**src/rtl/imem_loader_pkg.sv**
```systemverilog
// Shared types and constants for the instruction-memory loader: FSM state
// encoding and the byte-packing geometry of one RV32I word.
package loader_pkg;

    typedef enum logic [1:0] {
        ST_IDLE  = 2'd0,
        ST_RECV  = 2'd1,
        ST_WRITE = 2'd2,
        ST_DONE  = 2'd3
    } state_t;

    localparam int BYTES_PER_WORD = 4;
    localparam int BYTE_IDX_W     = 2;

endpackage

```
**src/rtl/imem_loader_byte_packer.sv**
```systemverilog
// Collects bytes little-endian into a 32-bit word and flags the cycle in
// which the last byte of a word is accepted.
module byte_packer
    import loader_pkg::*;
(
    input  logic        clk,
    input  logic        rst_n,
    input  logic        i_clear,
    input  logic        i_accept,
    input  logic [7:0]  i_byte,
    output logic [31:0] o_word,
    output logic        o_word_full
);

    localparam logic [BYTE_IDX_W-1:0] LAST_IDX = BYTE_IDX_W'(BYTES_PER_WORD - 1);

    logic [BYTE_IDX_W-1:0] r_idx;
    logic [31:0]           r_word;
    logic [31:0]           w_word;

    // Current word with the incoming byte inserted at its lane
    always_comb begin
        w_word = r_word;
        for (int b = 0; b < BYTES_PER_WORD; b++) begin
            if (r_idx == BYTE_IDX_W'(b)) begin
                w_word[8*b +: 8] = i_byte;
            end else begin
                w_word[8*b +: 8] = r_word[8*b +: 8];
            end
        end
    end

    // Byte index and partial-word storage; the index wraps to 0 after lane 3
    always_ff @(posedge clk) begin
        if (!rst_n) begin
            r_idx  <= '0;
            r_word <= 32'h0000_0000;
        end else if (i_clear) begin
            r_idx  <= '0;
            r_word <= 32'h0000_0000;
        end else if (i_accept) begin
            r_idx  <= r_idx + BYTE_IDX_W'(1);
            r_word <= w_word;
        end
    end

    assign o_word      = w_word;
    assign o_word_full = i_accept && (r_idx == LAST_IDX);

endmodule

```
**src/rtl/imem_loader.sv**
```systemverilog
// Loads a byte stream into instruction memory as packed 32-bit words and
// holds the CPU until the requested number of words has been written.
module imem_loader
    import loader_pkg::*;
#(
    parameter int ADDR_W  = 6,
    parameter int N_WORDS = 64
) (
    input  logic              clk,
    input  logic              rst_n,
    input  logic              start,
    input  logic [ADDR_W:0]   len,
    input  logic              byte_valid,
    input  logic [7:0]        byte_data,
    output logic              byte_ready,
    output logic              we,
    output logic [ADDR_W-1:0] waddr,
    output logic [31:0]       wdata,
    output logic              cpu_hold,
    output logic              done,
    output logic              err_len
);

    localparam logic [ADDR_W:0] MAX_LEN = (ADDR_W + 1)'(N_WORDS);

    state_t            r_state;
    state_t            w_state_nxt;
    logic [ADDR_W:0]   r_len;
    logic [ADDR_W:0]   r_wcnt;
    logic [ADDR_W-1:0] r_waddr;
    logic [31:0]       r_wdata;
    logic              r_err_len;

    logic              w_start_seen;
    logic              w_len_bad;
    logic              w_len_zero;
    logic              w_load;
    logic              w_accept;
    logic              w_word_full;
    logic [31:0]       w_word;

    assign w_len_bad  = (len > MAX_LEN);
    assign w_len_zero = (len == (ADDR_W + 1)'(0));
    assign w_load     = w_start_seen && !w_len_bad && !w_len_zero;
    assign w_accept   = byte_valid && (r_state == ST_RECV);

    byte_packer u_packer (
        .clk         (clk),
        .rst_n       (rst_n),
        .i_clear     (w_load),
        .i_accept    (w_accept),
        .i_byte      (byte_data),
        .o_word      (w_word),
        .o_word_full (w_word_full)
    );

    // FSM state register
    always_ff @(posedge clk) begin
        if (!rst_n) begin
            r_state <= ST_IDLE;
        end else begin
            r_state <= w_state_nxt;
        end
    end

    // Next-state logic; DONE shares the IDLE start decision so a reload needs no extra cycle
    always_comb begin
        w_state_nxt  = r_state;
        w_start_seen = 1'b0;
        case (r_state)
            ST_IDLE, ST_DONE: begin
                if (start) begin
                    w_start_seen = 1'b1;
                    if (w_len_bad) begin
                        w_state_nxt = ST_IDLE;
                    end else if (w_len_zero) begin
                        w_state_nxt = ST_DONE;
                    end else begin
                        w_state_nxt = ST_RECV;
                    end
                end else begin
                    w_state_nxt = r_state;
                end
            end
            ST_RECV: begin
                if (w_word_full) begin
                    w_state_nxt = ST_WRITE;
                end else begin
                    w_state_nxt = ST_RECV;
                end
            end
            ST_WRITE: begin
                if ((r_wcnt + (ADDR_W + 1)'(1)) == r_len) begin
                    w_state_nxt = ST_DONE;
                end else begin
                    w_state_nxt = ST_RECV;
                end
            end
            default: begin
                w_state_nxt = ST_IDLE;
            end
        endcase
    end

    // Length latch, word counter, write address/data and the sticky length error
    always_ff @(posedge clk) begin
        if (!rst_n) begin
            r_len     <= '0;
            r_wcnt    <= '0;
            r_waddr   <= '0;
            r_wdata   <= 32'h0000_0000;
            r_err_len <= 1'b0;
        end else begin
            if (w_start_seen) begin
                r_err_len <= w_len_bad;
            end
            if (w_load) begin
                r_len  <= len;
                r_wcnt <= '0;
            end
            if (w_word_full) begin
                r_waddr <= r_wcnt[ADDR_W-1:0];
                r_wdata <= w_word;
            end
            if (r_state == ST_WRITE) begin
                r_wcnt <= r_wcnt + (ADDR_W + 1)'(1);
            end
        end
    end

    // Reset suppresses a write even when it lands in the WRITE cycle itself
    assign we         = (r_state == ST_WRITE) && rst_n;
    assign byte_ready = (r_state == ST_RECV);
    assign cpu_hold   = (r_state != ST_DONE);
    assign done       = (r_state == ST_DONE);
    assign waddr      = r_waddr;
    assign wdata      = r_wdata;
    assign err_len    = r_err_len;

endmodule

```
**config.mk**
```make
export PLATFORM = sky130hd
export DESIGN_NAME = imem_loader
export DESIGN_NICKNAME = d
export VERILOG_FILES = /design/src/rtl/imem_loader_pkg.sv /design/src/rtl/imem_loader_byte_packer.sv /design/src/rtl/imem_loader.sv
export SDC_FILE = /design/constraint.sdc
export NUM_CORES = 1
export LEC_CHECK = 0
export ABC_AREA = 1
export CAP_MARGIN = 20
export CORE_MARGIN = 2
export CORE_UTILIZATION = 57
export CTS_CLUSTER_DIAMETER = 60
export DETAILED_ROUTE_END_ITERATION = 16
export PLACE_DENSITY = 0.9
export SETUP_SLACK_MARGIN = 0.4
export SYNTH_ARGS = -nofsm -noshare
export SYNTH_HDL_FRONTEND = slang
export SYNTH_SLANG_ARGS = --single-unit
```
**constraint.sdc**
```tcl
create_clock -name clk -period 3.2 [get_ports clk]
set_clock_uncertainty 0.05 [all_clocks]
set_input_delay 0.64 -clock clk [delete_from_list [all_inputs] [get_ports clk]]
set_output_delay 0.64 -clock clk [all_outputs]
set_load 0.005 [all_outputs]
```
* Word-level counts from Yosys, hierarchy flattened
Cells that the tools add are included.
** Storage, ports and cells
- Flip-flop bits (word level) :: 89
- Bits in latches :: 0
- RAM bits :: 0
- Bits in read-only memories :: 0
- Bits of input ports :: 19
- Output and inout port bits :: 43
- Word-level logic and storage cells :: 48
- Memories :: 0
** Cells by class
- Add/subtract/negate cells :: 2
- $mul :: 0
- Divide/modulo/power cells :: 0
- $lt $le $gt $ge :: 1
- Equality and inequality tests :: 9
- Shifts and indexed selects :: 0
- Multiplexer cells :: 14
- Bitwise gates (word level) :: 1
- Reductions and logical operators :: 13
** Operators with widths (number)
- $mux 8 :: 4
- $mux 7 :: 2
- $mux 2 :: 5
- $eq 2x2->1 const B :: 4
- $add 7x1->7 const B :: 1
- $eq 7x7->1 :: 1
- $gt 7x7->1 const B :: 1
- $logic_not 7->1 :: 1
- $pmux 2 s3 :: 1
- $logic_and 1x1->1 :: 5
- $eq 2x1->1 const B :: 2
- $logic_not 2->1 :: 2
- $ne 2x2->1 const B :: 2
- $reduce_or 2->1 :: 2
- $add 2x1->2 const B :: 1
- $logic_not 1->1 :: 2
- $mux 1 :: 2
- $reduce_bool 2->1 :: 1
- $not 1->1 :: 1

* Depth between registers and ports, before layout
- Depth in word-level cells :: 7
- Depth in mapped cells :: 13
- Mapped depth without buffers :: 13

* Hierarchy
Synthesis repeated with hierarchy kept, for this count alone.
** Unflattened totals
- Cell total of the unflattened synthesis :: 647
- Area, all modules :: 4244.1 µm²
** Modules (own cells, without submodules)
- imem_loader :: times used 1, cells each 321, area each 2306.0 µm², seq. area each 1101.1 µm²
- byte_packer :: times used 1, cells each 326, area each 1938.1 µm², seq. area each 680.7 µm²

* Least setup slack after synthesis
OpenSTA, ideal clock, no wires.
- Kind :: in2reg
- Start :: in len[4]
- End :: reg r_len[2]
- Library setup time :: 116 ps
- Arrival :: 1475 ps
- Required time :: 3034 ps
- Slack :: 1559 ps
- Cell stages on the path :: 7
- Buffers on the path :: 1
- Path through :: nor2_1 -> nand3_2 -> a21oi_4 -> o21ai_4 -> buf_6 -> o21ai_1 -> a21oi_1
** On the way
- Longest elaborated chain between the ends :: 4
- Elaborated cells between the ends (all ways) :: 6
- Classes of those cells :: order compare (1); reduce/logical (5)
** RTL lines
- start, declared :: line imem_loader.sv:12 : input logic [ADDR_W:0] len,
- $gt 7x7->1 :: line imem_loader.sv:42 : assign w_len_bad = (len > MAX_LEN);
- $logic_not 1->1 :: line imem_loader.sv:44 : assign w_load = w_start_seen && !w_len_bad && !w_len_zero;
- $logic_and 1x1->1 :: line imem_loader.sv:44
- $logic_and 1x1->1 * :: line imem_loader.sv:44
- end signal, assigned :: line imem_loader.sv:118 : r_len <= len;
- end, declared :: line imem_loader.sv:28 : logic [ADDR_W:0] r_len;
Mark *: on every way between the ends. The rest lies on a longest branch, timed or not.
A chain may end at the register's enable or synchronous reset.

* Final worst setup path
- Start :: reg r_state[0]
- End :: out we
** On the way
- Longest elaborated chain between the ends :: 2
** RTL lines
- start, declared :: line imem_loader.sv:26 : state_t r_state;
- start signal, assigned :: line imem_loader.sv:62 : r_state <= w_state_nxt;
- $eq 2x2->1 :: line imem_loader.sv:132 : assign we = (r_state == ST_WRITE) && rst_n;
- $logic_and 1x1->1 :: line imem_loader.sv:132
- end, declared :: line imem_loader.sv:16 : output logic we,
No other way between the ends.

==> out/results.tsv <==
stage	metric	value	unit
logic_synthesis	Netlist cell types	28	
grt	grt met2 use	0.4424	
sta	final period utilization	0.7868	
detailed_routing	Avg WL per Cell	13.50	µm
clock_network	Clock Tree Buf Depth	2	
logic_synthesis	post-synthesis adder-cell area fraction	0.02697	
clock_network	Clk pin slew, worst setup/hold paths	80	ps
grt	vias in the first global route	3367	
power_and_ir_drop	Tot Pwr	1.990	mW
worst_setup_path	crit path DAT	1830	ps
worst_setup_path	Required @ worst endpoint	2510	ps
worst_setup_path	critical path launch point type	flip-flop	
logic_synthesis	commonest cells in the netlist	nand2_1, dfxtp_1, a21oi_1, nor2_1, inv_1	
status	status	finished clean	
sta	Setup-failing EPs final	0	
floorplan	std cell rows	29	
clock_network	clk root buf	clkbuf_8	
logic_synthesis	synthesized flop and latch total	81	
detailed_routing	drt drc	0	
logic_synthesis	post-synthesis simple-gate area fraction	0.2512	
final_layout	final net count	588	
sta	RSZ-0062 raised after global routing	false	
logic_synthesis	Yosys top cell by area	dfxtp_1	
logic_synthesis	top-count cell post-synth	nand2_1	
logic_synthesis	proportion of netlist area held by the largest area contributor	0.4370	
sta	hold violation total from the final report	0	
sta	max-slew violations	0	
logic_synthesis	Post-Syn Nets	545	
logic_synthesis	Avg Synthesized Cell Area	7.164	µm²
power_and_ir_drop	VDD IR max	0.0003044	V
placement	GP Congestion	0.7939	
placement	DP Wirelength	5.786	mm
clock_network	clock sink count	81	
grt	grt total ovfl	0	
logic_synthesis	top post-synthesis cells by area	dfxtp_1, nand2_1, a21oi_1	
power_and_ir_drop	Power Density	443.1	mW/mm²
floorplan	die area	0.007172	mm²
sta	post-route minimum period	2518	ps
floorplan	die width	84.69	µm
worst_setup_path	worst setup path class	reg2out	
worst_hold_path	Hold WC Path Type	reg2reg	
final_layout	Area Growth Syn to Fin	21.04	%
sta	Slew HR	0.4684	
power_and_ir_drop	Sw Ratio	0.2213	
clock_network	H-tree levels	3	
clock_network	Post-CTS Resized	0	
placement	Post-Place Cell Area	0.004269	mm²
logic_synthesis	post-synthesis async set-or-reset flop share	0	
clock_network	cts hold-fix bufs	0	
logic_synthesis	XOR/XNOR Fraction of Synth Area	0	
power_and_ir_drop	Clk pwr share	0.419	
logic_synthesis	proportion of synthesized area in mux cells	0	
detailed_routing	DRT antenna net count	0	
grt	global-route met3 utilization	0.04031	
power_and_ir_drop	LEAKAGE	1.607	nW
power_and_ir_drop	Comb pwr share	0.066	
grt	initial antenna violation count	0	
floorplan	Die H	84.69	µm
worst_setup_path	CP max FO	9	
floorplan	core area	0.006314	mm²
logic_synthesis	number of synthesized flops with an enable pin	0	
logic_synthesis	Netlist Area Pre-Place	0.003711	mm²
worst_setup_path	Critical Path End Type	output pin	
power_and_ir_drop	Seq pwr share	0.515	
placement	PortBufs	61	
logic_synthesis	largest family of logic cells by synthesized area	simple AND/OR/NAND/NOR gates	
grt	busiest grt layer	met2	
sta	slew at the pin closest to its max-slew limit	796.3	ps
grt	met1 usage	0.3041	
logic_synthesis	Most used DFF post-synth	dfxtp_1	
sta	Setup TNS	0	ps
logic_synthesis	post-synthesis compound-gate area fraction	0.1760	
clock_network	CTS tree	yes	
logic_synthesis	Syn Inst Count	518	
logic_synthesis	register area share after synthesis	0.4370	
logic_synthesis	synth warn	0	
detailed_routing	routed wire length	8.679	mm
detailed_routing	drt first pass iters	5	
clock_network	Post-CTS Setup Bufs	0	
power_and_ir_drop	NetSw	440.5	µW
detailed_routing	Vias/cell	5.510	
grt	first-pass GRT wire length	14.88	mm
detailed_routing	via count	3543	
clock_network	Worst-Skew Late Latency	350	ps
detailed_routing	Iter 0 DRT Violations	227	
final_layout	share of layout cells above drive strength 1	0.05830	
power_and_ir_drop	Power Internal	1.550	mW
grt	largest net degree at the start of global routing	81	
final_layout	final instance area	0.004492	mm²
clock_network	CTS buffer count	9	
run	MaxCap Viol Count	0	
floorplan	initial core utilization	0.5878	
floorplan	I/O Pins	62	
grt	Tot GR Track Use	0.2548	
sta	FMAX	397.2	MHz
final_layout	ANT cells	0	
[stage by stage]
step           cells  utilization  hold WS (ps)  setup slack, ps
6_report         643       0.7115         412.2            682.4
3_3_place_gp     627       0.6762         393.3            775.7
5_1_grt          643       0.7115         437.6            602.0
2_1_floorplan    518            -         383.5             1559
3_5_place_dp     627       0.6762         399.9            747.0
4_1_cts          643       0.7115         414.8            674.3
[final cells by class]
class | count | area, µm²
clock buffer | 14 | 162.7
clock inverter | 2 | 60.06
fill | 504 | 1822
inverter | 60 | 225.2
multi-input combinational | 344 | 1685
sequential | 81 | 1622
tap | 77 | 96.34
timing repair buffer | 65 | 640.6
[placed cells by master, fill, tap and decap left out]
cell type,n
nand3_2,1
o32a_1,1
o21ai_0,30
a21oi_1,69
bufinv_16,2
inv_1,57
o21bai_2,1
or2_2,1
o21ai_1,4
a21oi_4,1
a21oi_2,1
dfxtp_1,81
clkdlybuf4s50_1,61
o21ai_4,1
ha_1,8
nand3_1,50
nor2_1,62
nand2_2,1
nand2_1,95
inv_2,3
buf_4,4
nor2_2,2
clkbuf_8,11
o31ai_1,1
clkbuf_1,3
nand4_1,2
a211oi_1,9
nor2_4,1
nand2_4,3
[power by group through the flow]
stage                     logic [mW]  registers [mW]  clock network (mW)
after detailed placement       0.129            1.05                   0
after CTS                      0.131            1.02               0.838
after global placement         0.125            1.05                   0
after floorplan               0.0819            1.05                   0
after global routing           0.145            1.03               0.880
final                          0.132            1.02               0.834
[per-layer routing]
metal	vias to the layer above	share of wire
li1	1751	-
met1	1649	0.42
met2	122	0.49
met3	21	0.058
met4	0	0.027
met5	-	0
[path summary, 6_finish.rpt]
kind / start / slack (ps) / endpoint / cells after the start
setup / recovery: r_state[0]$_SDFFE_PN0P_ / 680 / we / 5
hold / removal: wdata[27]$_SDFFE_PN0P_ / 410 / wdata[27]$_SDFFE_PN0P_ / 2
setup reg to reg: r_state[1]$_SDFFE_PN0P_ / 1170 / wdata[29]$_SDFFE_PN0P_ / 8
hold reg to reg: wdata[27]$_SDFFE_PN0P_ / 410 / wdata[27]$_SDFFE_PN0P_ / 2
[cell families (layout without fill, tap and decap cells)]
group	Yosys count	in the layout
simple gates	218	218
compound gates	118	118
buf+inv	93	141
flops	81	81
fa+ha+maj	8	8
[worst max-delay path, stage by stage (launching register included)]
cell and delay (ps):
dfxtp_1 340, inv_1 80, ha_1 380, nand2_1 120, inv_1 70, clkdlybuf4s50_1 490
[flip-flops by register name, indices dropped and copies added (netlist names)]
register	cells
waddr	6
r_len	7
wdata	32
r_state	2
u_packer.r_idx	2
u_packer.r_word	24
r_wcnt	7
err_len	1
Power figures use the tool's default switching activity.
